<file path="src/rtl/ntt_butterfly.sv">
// Pipelined modular NTT butterfly: reads A then B/twiddle, writes X then Y back to memory.
// Define NTT_BFLY_INTT_EN to add the inv port selecting the Gentleman-Sande (inverse) butterfly.
module ntt_butterfly #(
    parameter int unsigned DATA_W = 14,
    parameter int unsigned Q      = 12289
) (
    input  logic              clk,
    input  logic              rst,
    input  logic              rd_valid,
    input  logic [DATA_W-1:0] rd_data,
    input  logic [DATA_W-1:0] twiddle,
`ifdef NTT_BFLY_INTT_EN
    input  logic              inv,
`endif
    output logic              in_ready,
    output logic              wr_valid,
    output logic [DATA_W-1:0] wr_data,
    output logic              busy,
    output logic              err
);

    localparam int unsigned       PW = 2 * DATA_W;
    localparam logic [DATA_W:0]   QS = (DATA_W + 1)'(Q);
    localparam logic [DATA_W-1:0] QD = DATA_W'(Q);
    localparam logic [PW-1:0]     QP = PW'(Q);

    typedef enum logic [2:0] {StIdle, StHaveA, StMul1, StMul2, StWrX, StWrY} state_e;

    state_e            state_q, state_d;
    logic [DATA_W-1:0] a_q, b_q, w_q, t_q;
    logic [PW-1:0]     prod_q, product;
    logic              err_q, inv_q;
    logic              accept, range_err;
    logic [DATA_W:0]   diff, sum, sub;
    logic [DATA_W-1:0] mul_op, add_op;

    function automatic logic [DATA_W-1:0] reduce(input logic [PW-1:0] v);
        logic [PW-1:0] r;
        r = v % QP;
        return r[DATA_W-1:0];
    endfunction

    assign in_ready  = (state_q == StIdle) || (state_q == StHaveA);
    assign busy      = (state_q != StIdle);
    assign err       = err_q;
    assign accept    = rd_valid && in_ready;
    assign range_err = accept && ((rd_data >= QD) || ((state_q == StHaveA) && (twiddle >= QD)));

    // Operands are stored already reduced so every later sum/difference needs one correction only.
    always_ff @(posedge clk) begin
        if (rst) begin
            state_q <= StIdle;
            a_q     <= '0;
            b_q     <= '0;
            w_q     <= '0;
            t_q     <= '0;
            prod_q  <= '0;
            err_q   <= 1'b0;
        end else begin
            state_q <= state_d;
            err_q   <= err_q | range_err | (rd_valid & ~in_ready);
            if (accept && (state_q == StIdle)) begin
                a_q <= reduce(PW'(rd_data));
            end
            if (accept && (state_q == StHaveA)) begin
                b_q <= reduce(PW'(rd_data));
                w_q <= twiddle;
            end
            if (state_q == StMul1) begin
                prod_q <= product;
            end
            if (state_q == StMul2) begin
                t_q <= reduce(prod_q);
            end
        end
    end

`ifdef NTT_BFLY_INTT_EN
    always_ff @(posedge clk) begin
        if (rst) begin
            inv_q <= 1'b0;
        end else if (accept && (state_q == StHaveA)) begin
            inv_q <= inv;
        end
    end
`else
    assign inv_q = 1'b0;
`endif

    always_comb begin
        diff = {1'b0, a_q} - {1'b0, b_q};
        if (diff[DATA_W]) begin
            diff = diff + QS;
        end
        // Inverse butterfly multiplies the difference; forward multiplies B.
        mul_op  = inv_q ? diff[DATA_W-1:0] : b_q;
        product = PW'(mul_op) * PW'(w_q);
        add_op  = inv_q ? b_q : t_q;
        sum     = {1'b0, a_q} + {1'b0, add_op};
        if (sum >= QS) begin
            sum = sum - QS;
        end
        sub = {1'b0, a_q} - {1'b0, t_q};
        if (sub[DATA_W]) begin
            sub = sub + QS;
        end
    end

    always_comb begin
        state_d  = state_q;
        wr_valid = 1'b0;
        wr_data  = '0;
        unique case (state_q)
            StIdle:  if (rd_valid) state_d = StHaveA;
            StHaveA: if (rd_valid) state_d = StMul1;
            StMul1:  state_d = StMul2;
            StMul2:  state_d = StWrX;
            StWrX: begin
                wr_valid = 1'b1;
                wr_data  = sum[DATA_W-1:0];
                state_d  = StWrY;
            end
            StWrY: begin
                wr_valid = 1'b1;
                wr_data  = inv_q ? t_q : sub[DATA_W-1:0];
                state_d  = StIdle;
            end
            default: state_d = StIdle;
        endcase
    end

endmodule

</file>
<file path="config.mk">
export PLATFORM = sky130hd
export DESIGN_NAME = ntt_butterfly
export DESIGN_NICKNAME = d
export VERILOG_FILES = /design/src/rtl/ntt_butterfly.sv
export SDC_FILE = /design/constraint.sdc
export NUM_CORES = 1
export LEC_CHECK = 0
export ABC_CLOCK_PERIOD_IN_PS = 48100
export CAP_MARGIN = 5
export CORE_MARGIN = 4
export CORE_UTILIZATION = 55
export DETAILED_ROUTE_END_ITERATION = 12
export HOLD_SLACK_MARGIN = 0.12
export PLACE_DENSITY = 0.81
export SLEW_MARGIN = 15
export SYNTH_ARGS = -nofsm -noshare
export SYNTH_HDL_FRONTEND = slang
export SYNTH_SLANG_ARGS = --single-unit
export TNS_END_PERCENT = 5
</file>
<file path="constraint.sdc">
create_clock -name clk -period 48.1 [get_ports clk]
set_input_delay 9.62 -clock clk [delete_from_list [all_inputs] [get_ports clk]]
set_output_delay 9.62 -clock clk [all_outputs]
set_load 0.01 [all_outputs]
</file>
## Word level (Yosys, flattened, before mapping)

Index checks and enable logic that the tools add are counted.

| storage, ports and cells | value |
|---|---|
| word-level logic and storage cells | 46 |
| ROM bits | 0 |
| memories | 0 |
| input bits | 31 |
| bits in writable memories | 0 |
| bits in registers | 88 |
| bits in latches | 0 |

| cells by class | value |
|---|---|
| div/mod/pow operators | 2 |
| multipliers | 1 |
| muxes and demuxes | 7 |
| bitwise logic cells | 4 |
| $add $sub $neg | 4 |
| eq/ne operators | 7 |
| magnitude comparators | 3 |
| shifts and indexed selects | 0 |
| reduce and logical (&&, ||, !) cells | 11 |

Operators with widths:

| cell | number |
|---|---|
| >= comparator 14 bit, second input constant | 2 |
| modulo 14 x 14 -> 28 bit, second input constant | 1 |
| modulo 28 x 14 -> 28 bit, second input constant | 1 |
| multiplier 14 x 14 -> 28 bit | 1 |
| 2-to-1 mux 14 bit | 2 |
| case mux 14 bit (2 select lines) | 1 |
| adder 14 x 14 -> 15 bit | 1 |
| >= comparator 15 x 14 -> 1 bit, second input constant | 1 |
| case mux 3 bit (5 select lines) | 1 |
| subtractor 14 x 14 -> 15 bit | 1 |
| adder 14 bit, second input constant | 1 |
| subtractor 14 bit, second input constant | 1 |
| equality test 3 x 2 -> 1 bit, second input constant | 2 |
| equality test 3 bit, second input constant | 2 |
| 2-to-1 mux 3 bit | 2 |
| logical AND 1 bit | 5 |
| inequality test 2 bit, second input constant | 2 |
| equality test 3 x 1 -> 1 bit, second input constant | 1 |
| logical NOT 3 bit | 1 |
| nonzero test 3 bit | 1 |
| logical OR 1 bit | 2 |
| bitwise OR 1 bit | 2 |
| AND reduction 2 bit | 1 |
| OR reduction 2 bit | 1 |
| 3 further kinds | 3 |

## Logic depth before layout (Yosys ltp)

| depth | value |
|---|---|
| depth in word-level cells | 6 |
| mapped depth | 63 |
| mapped depth without buffers | 52 |

## Least setup slack after synthesis

Ideal clock, no wire load.

| path | value |
|---|---|
| path type | reg-to-reg |
| start | register prod_q[15] |
| end | register t_q[4], in the netlist add_op[4] |
| cell stages (with the launch flop) | 58 |
| buffers on the path | 7 |
| data arrival time | 15825 ps |
| library setup time | 103 ps |
| slack | 32171 ps |
| cell sequence | dfxtp_1 -> buf_6 -> or4_4 -> buf_6 -> nor4b_1 -> mux2_2 -> or4_1 -> o21ai_1 -> and3_1 -> or2_1 -> buf_2 -> nand2_1 -> mux2_1 -> a2111o_1 -> or4b_4 -> a211o_1 -> a211oi_1 -> a211oi_2 -> (+22 left out) -> a211oi_2 -> and4_1 -> buf_2 -> a211oi_1 -> inv_1 -> ha_1 -> or4_1 -> and4b_4 -> buf_4 -> a21oi_1 -> xnor2_1 -> ha_1 -> inv_1 -> or4b_4 -> o41ai_4 -> buf_6 -> nor3_1 -> a2111oi_2 |

| on the way | value |
|---|---|
| cells in the longest elaborated chain, start to end | 1 |

RTL lines:

| element | line | text |
|---|---|---|
| start: declaration | 31 | `logic [PW-1:0] prod_q, product;` |
| start signal: assignment | 70 | `prod_q <= product;` |
| modulo 28 x 14 -> 28 bit | 39 | `r = v % QP;` |
| end signal: assignment | 73 | `t_q <= reduce(prod_q);` |
| end: declaration | 30 | `logic [DATA_W-1:0] a_q, b_q, w_q, t_q;` |

No other way between the ends.
A chain may end at the register's enable or synchronous reset.

## Worst setup path in the final report

| path | value |
|---|---|
| start | register prod_q[15] |
| end | register t_q[11], in the netlist add_op[11] |

Same word-level chain as after synthesis.

==> flow_summary.yaml <==
worst_setup_path:
  timing.critical_path.slowest_cell_delay_ns: 0.73
  critical_path_required_ns: 48.35
  worst-r2r-cell-count: 51
  r2r-end: "add_op[11]$_SDFFE_PP0N_"
  start_kind: "flop"
  reg2reg_from: "prod_q[15]$_SDFFE_PP0P_"
  crit_fanout: 16
  endpoint_kind: "flop"
  slowest_stage: "sky130_fd_sc_hd__o21ai_1"
  timing.critical_path.mode_cell: "sky130_fd_sc_hd__nand4_1"
  r2r_slack_ns: 29.21
  crit_path_arrival_time_ns: 19.14
  worstSetupPathType: "flop to flop"
clocking:
  numCtsBuffers: 9
  cts.sinks: 88
  clk-insertion-delay-late_ns: 0.36
  root_buffer: "sky130_fd_sc_hd__clkbuf_16"
  clk_pin_slew_ns: 0.07
  post_cts_hold_buffer_count: 0
  htreeDepth: 3
  clock_tree_from_tritoncts: "built"
  cts_setup_buffers: 0
  cts.repair.resized: 0
  maximum_count_of_clock_buffers_along_a_single_path: 2
die:
  io_pins: 49
  floorplan.rows: 67
  fp.dieArea_um2: 37300
  initial_core_util: 0.559
  floorplan.die.height_um: 193
  fp.dieW_um: 193
  fp.coreArea_um2: 33700
finish:
  mostFrequentLayoutCells: "sky130_fd_sc_hd__nand2_1, sky130_fd_sc_hd__nor2_1, sky130_fd_sc_hd__inv_1, sky130_fd_sc_hd__a21oi_1, sky130_fd_sc_hd__fa_1"
  layout.cells.most_common: "sky130_fd_sc_hd__nand2_1"
  count_of_nets_after_finishing: 2808
  drive_above_1_share: 0.0534
  fillCellCount: 3062
  area.growth.synth_to_final_pct: 5.25
  n_antenna_cell: 0
synthesis:
  synthTopCellsByArea: "sky130_fd_sc_hd__fa_1, sky130_fd_sc_hd__dfxtp_1, sky130_fd_sc_hd__ha_1, sky130_fd_sc_hd__nand2_1, sky130_fd_sc_hd__xnor2_1"
  postSynth.asyncResetShare: 0
  postSynthAreaPerCell_um2: 7.41
  synth_edf_count: 0
  syn-instance-count: 2541
  synth.largest_area_cell: "sky130_fd_sc_hd__fa_1"
  post-synth-top-area-fraction: 0.152
  ys_seq_area_frac: 0.0935
  synth.ff_latch_count: 88
  synth.lib_cells_used.distinct: 121
  synthesis.yosys.warnings: 0
  netlist_area_before_placement_um2: 18800
  synth_ff_type: "sky130_fd_sc_hd__dfxtp_1"
  synthesis.nets: 2844
route:
  post_drt_via_cell_ratio: 6.30
  detailroute.via_count: 18600
  wirelength_um: 52300
  detailedRoute.firstPassIterationCount: 6
  route.antenna.remaining_nets: 0
  drt-wirelength-per-cell_um: 17.7
  post-route-drc-count: 0
  drt_iter0_drc: 1801
sta:
  period_share: 0.393
  fin_setup_tns_ns: 0
  timing.final.hold_violations: 0
  finClkSkew_ns: 0.00874
  maxSlewHeadroom: 0.282
  worst_slew_pin_tran_ns: 1.07
  finalSetupViolCount: 0
  grt_setup_unrepaired: "false"
  fmaxAchievable_mhz: 52.9
  timing.final.max_slew_violations: 0
  final.min_clock_period_ns: 18.89
min_path:
  holdCritStartpoint: "err$_SDFF_PP0_"
  hold_depth: 2
  timing.hold.worst_endpoint: "err$_SDFF_PP0_"
  worst_hold_path_type: "flop to flop"
placed_design:
  gp_congestion: 1.01
  hpwlAfterDp_um: 41700
  portBuffers: 48
global_route:
  first_global_vias: 18200
  grt_remaining_overflow: 0
  antenna_found_initial: 0
  grt_first_pass_wirelength_um: 88100
  grt.total_usage: 0.281
  grt_start_max_net_pins: 91
status:
  outcome: "finished clean"
run:
  maxCapViolCount: 0
## per-layer routing
| layer | global-route usage | share of wire | routed length (um) |
|---|---|---|---|
| met1 | 0.384 | 0.44 | 23000 |
| met2 | 0.472 | 0.47 | 24700 |
| met3 | 0.0288 | 0.061 | 3180 |
| met4 | 0.0882 | 0.027 | 1410 |
| met5 | 0 | 0 | 0 |
## through the flow
stage               setup WS (ns)   util  instances  area (um^2)  hold slack, ns
global route                27.45  0.588       2958        19800           0.541
global placement            30.14  0.579       2942        19500           0.454
floorplan                   32.17      -       2541        18800           0.458
CTS                         29.52  0.588       2958        19800           0.508
detailed placement          29.57  0.579       2942        19500           0.497
finish                      29.21  0.588       2958        19800           0.498
## cell type report
class | instances | area, um^2 | area share
well taps | 448 | 561 | 0.0283
inverters | 226 | 848 | 0.0428
clock buffers | 9 | 225 | 0.0114
multi-input cells | 2124 | 15800 | 0.797
clock inverters | 7 | 101 | 0.00511
repair buffers | 56 | 536 | 0.0270
flip-flops and latches | 88 | 1760 | 0.0888
## state kept, by name (all words and copies together) (netlist names)
register and flops:
state_q 3, a_q 14, err 1, w_q 14, add_op 14, prod_q 28
b_q 14
## critical path, delay by kind of cell (launching register included)
kind | cells | cell delay, ns
AO/OA/AOI/OAI | 22 | 8.14
buffers and inverters | 2 | 0.26
adder cells (fa/ha/maj) | 2 | 0.48
flip-flops | 1 | 0.40
AND/OR/NAND/NOR | 21 | 7.71
multiplexers | 2 | 0.93
XOR/XNOR | 2 | 0.83
## Yosys cell counts, types with 13 or more instances
cell and instances:
sky130_fd_sc_hd__or2_2 20, sky130_fd_sc_hd__nand4_1 30, sky130_fd_sc_hd__ha_1 129, sky130_fd_sc_hd__xnor2_1 113, sky130_fd_sc_hd__o31ai_1 13, sky130_fd_sc_hd__a21oi_1 154
sky130_fd_sc_hd__fa_1 143, sky130_fd_sc_hd__o21ai_0 53, sky130_fd_sc_hd__clkbuf_1 78, sky130_fd_sc_hd__or4_1 18, sky130_fd_sc_hd__nand2_1 340, sky130_fd_sc_hd__nor2_1 251
sky130_fd_sc_hd__xor2_1 29, sky130_fd_sc_hd__and3_1 27, sky130_fd_sc_hd__a211oi_1 61, sky130_fd_sc_hd__o21a_1 14, sky130_fd_sc_hd__a211o_1 15, sky130_fd_sc_hd__nor4_1 26
sky130_fd_sc_hd__dfxtp_1 88, sky130_fd_sc_hd__mux2i_1 18, sky130_fd_sc_hd__and2_1 104, sky130_fd_sc_hd__o21bai_1 40, sky130_fd_sc_hd__o211ai_1 25, sky130_fd_sc_hd__inv_1 226
sky130_fd_sc_hd__nand3_1 73, sky130_fd_sc_hd__o21ai_1 23, sky130_fd_sc_hd__nor3_1 63, sky130_fd_sc_hd__a21o_1 16, sky130_fd_sc_hd__a31oi_1 27, sky130_fd_sc_hd__or3_1 27
## how the worst max path moves through the flow
stage	startpoint	endpoint	slack [ns]	cells past startpoint
3_3_place_gp	prod_q[15]$_SDFFE_PP0P_	add_op[11]$_SDFFE_PP0N_	30.14	51
6_report	prod_q[15]$_SDFFE_PP0P_	add_op[11]$_SDFFE_PP0N_	29.21	51
5_1_grt	prod_q[15]$_SDFFE_PP0P_	add_op[11]$_SDFFE_PP0N_	27.45	50
2_1_floorplan	prod_q[15]$_SDFFE_PP0P_	add_op[4]$_SDFFE_PP0N_	32.17	57
3_5_place_dp	prod_q[15]$_SDFFE_PP0P_	add_op[11]$_SDFFE_PP0N_	29.57	51
4_1_cts	prod_q[15]$_SDFFE_PP0P_	add_op[11]$_SDFFE_PP0N_	29.52	51
## logic make-up after synthesis
kind of cell    synth area share
buf+inv                   0.0685
simple gates               0.283
mux                       0.0201
flops                     0.0935
compound gates             0.229
fa+ha+maj                  0.239
xor+xnor                  0.0675
Power is not shown: default switching activity piles up to over one toggle a cycle in this logic, so the estimate is an artifact.
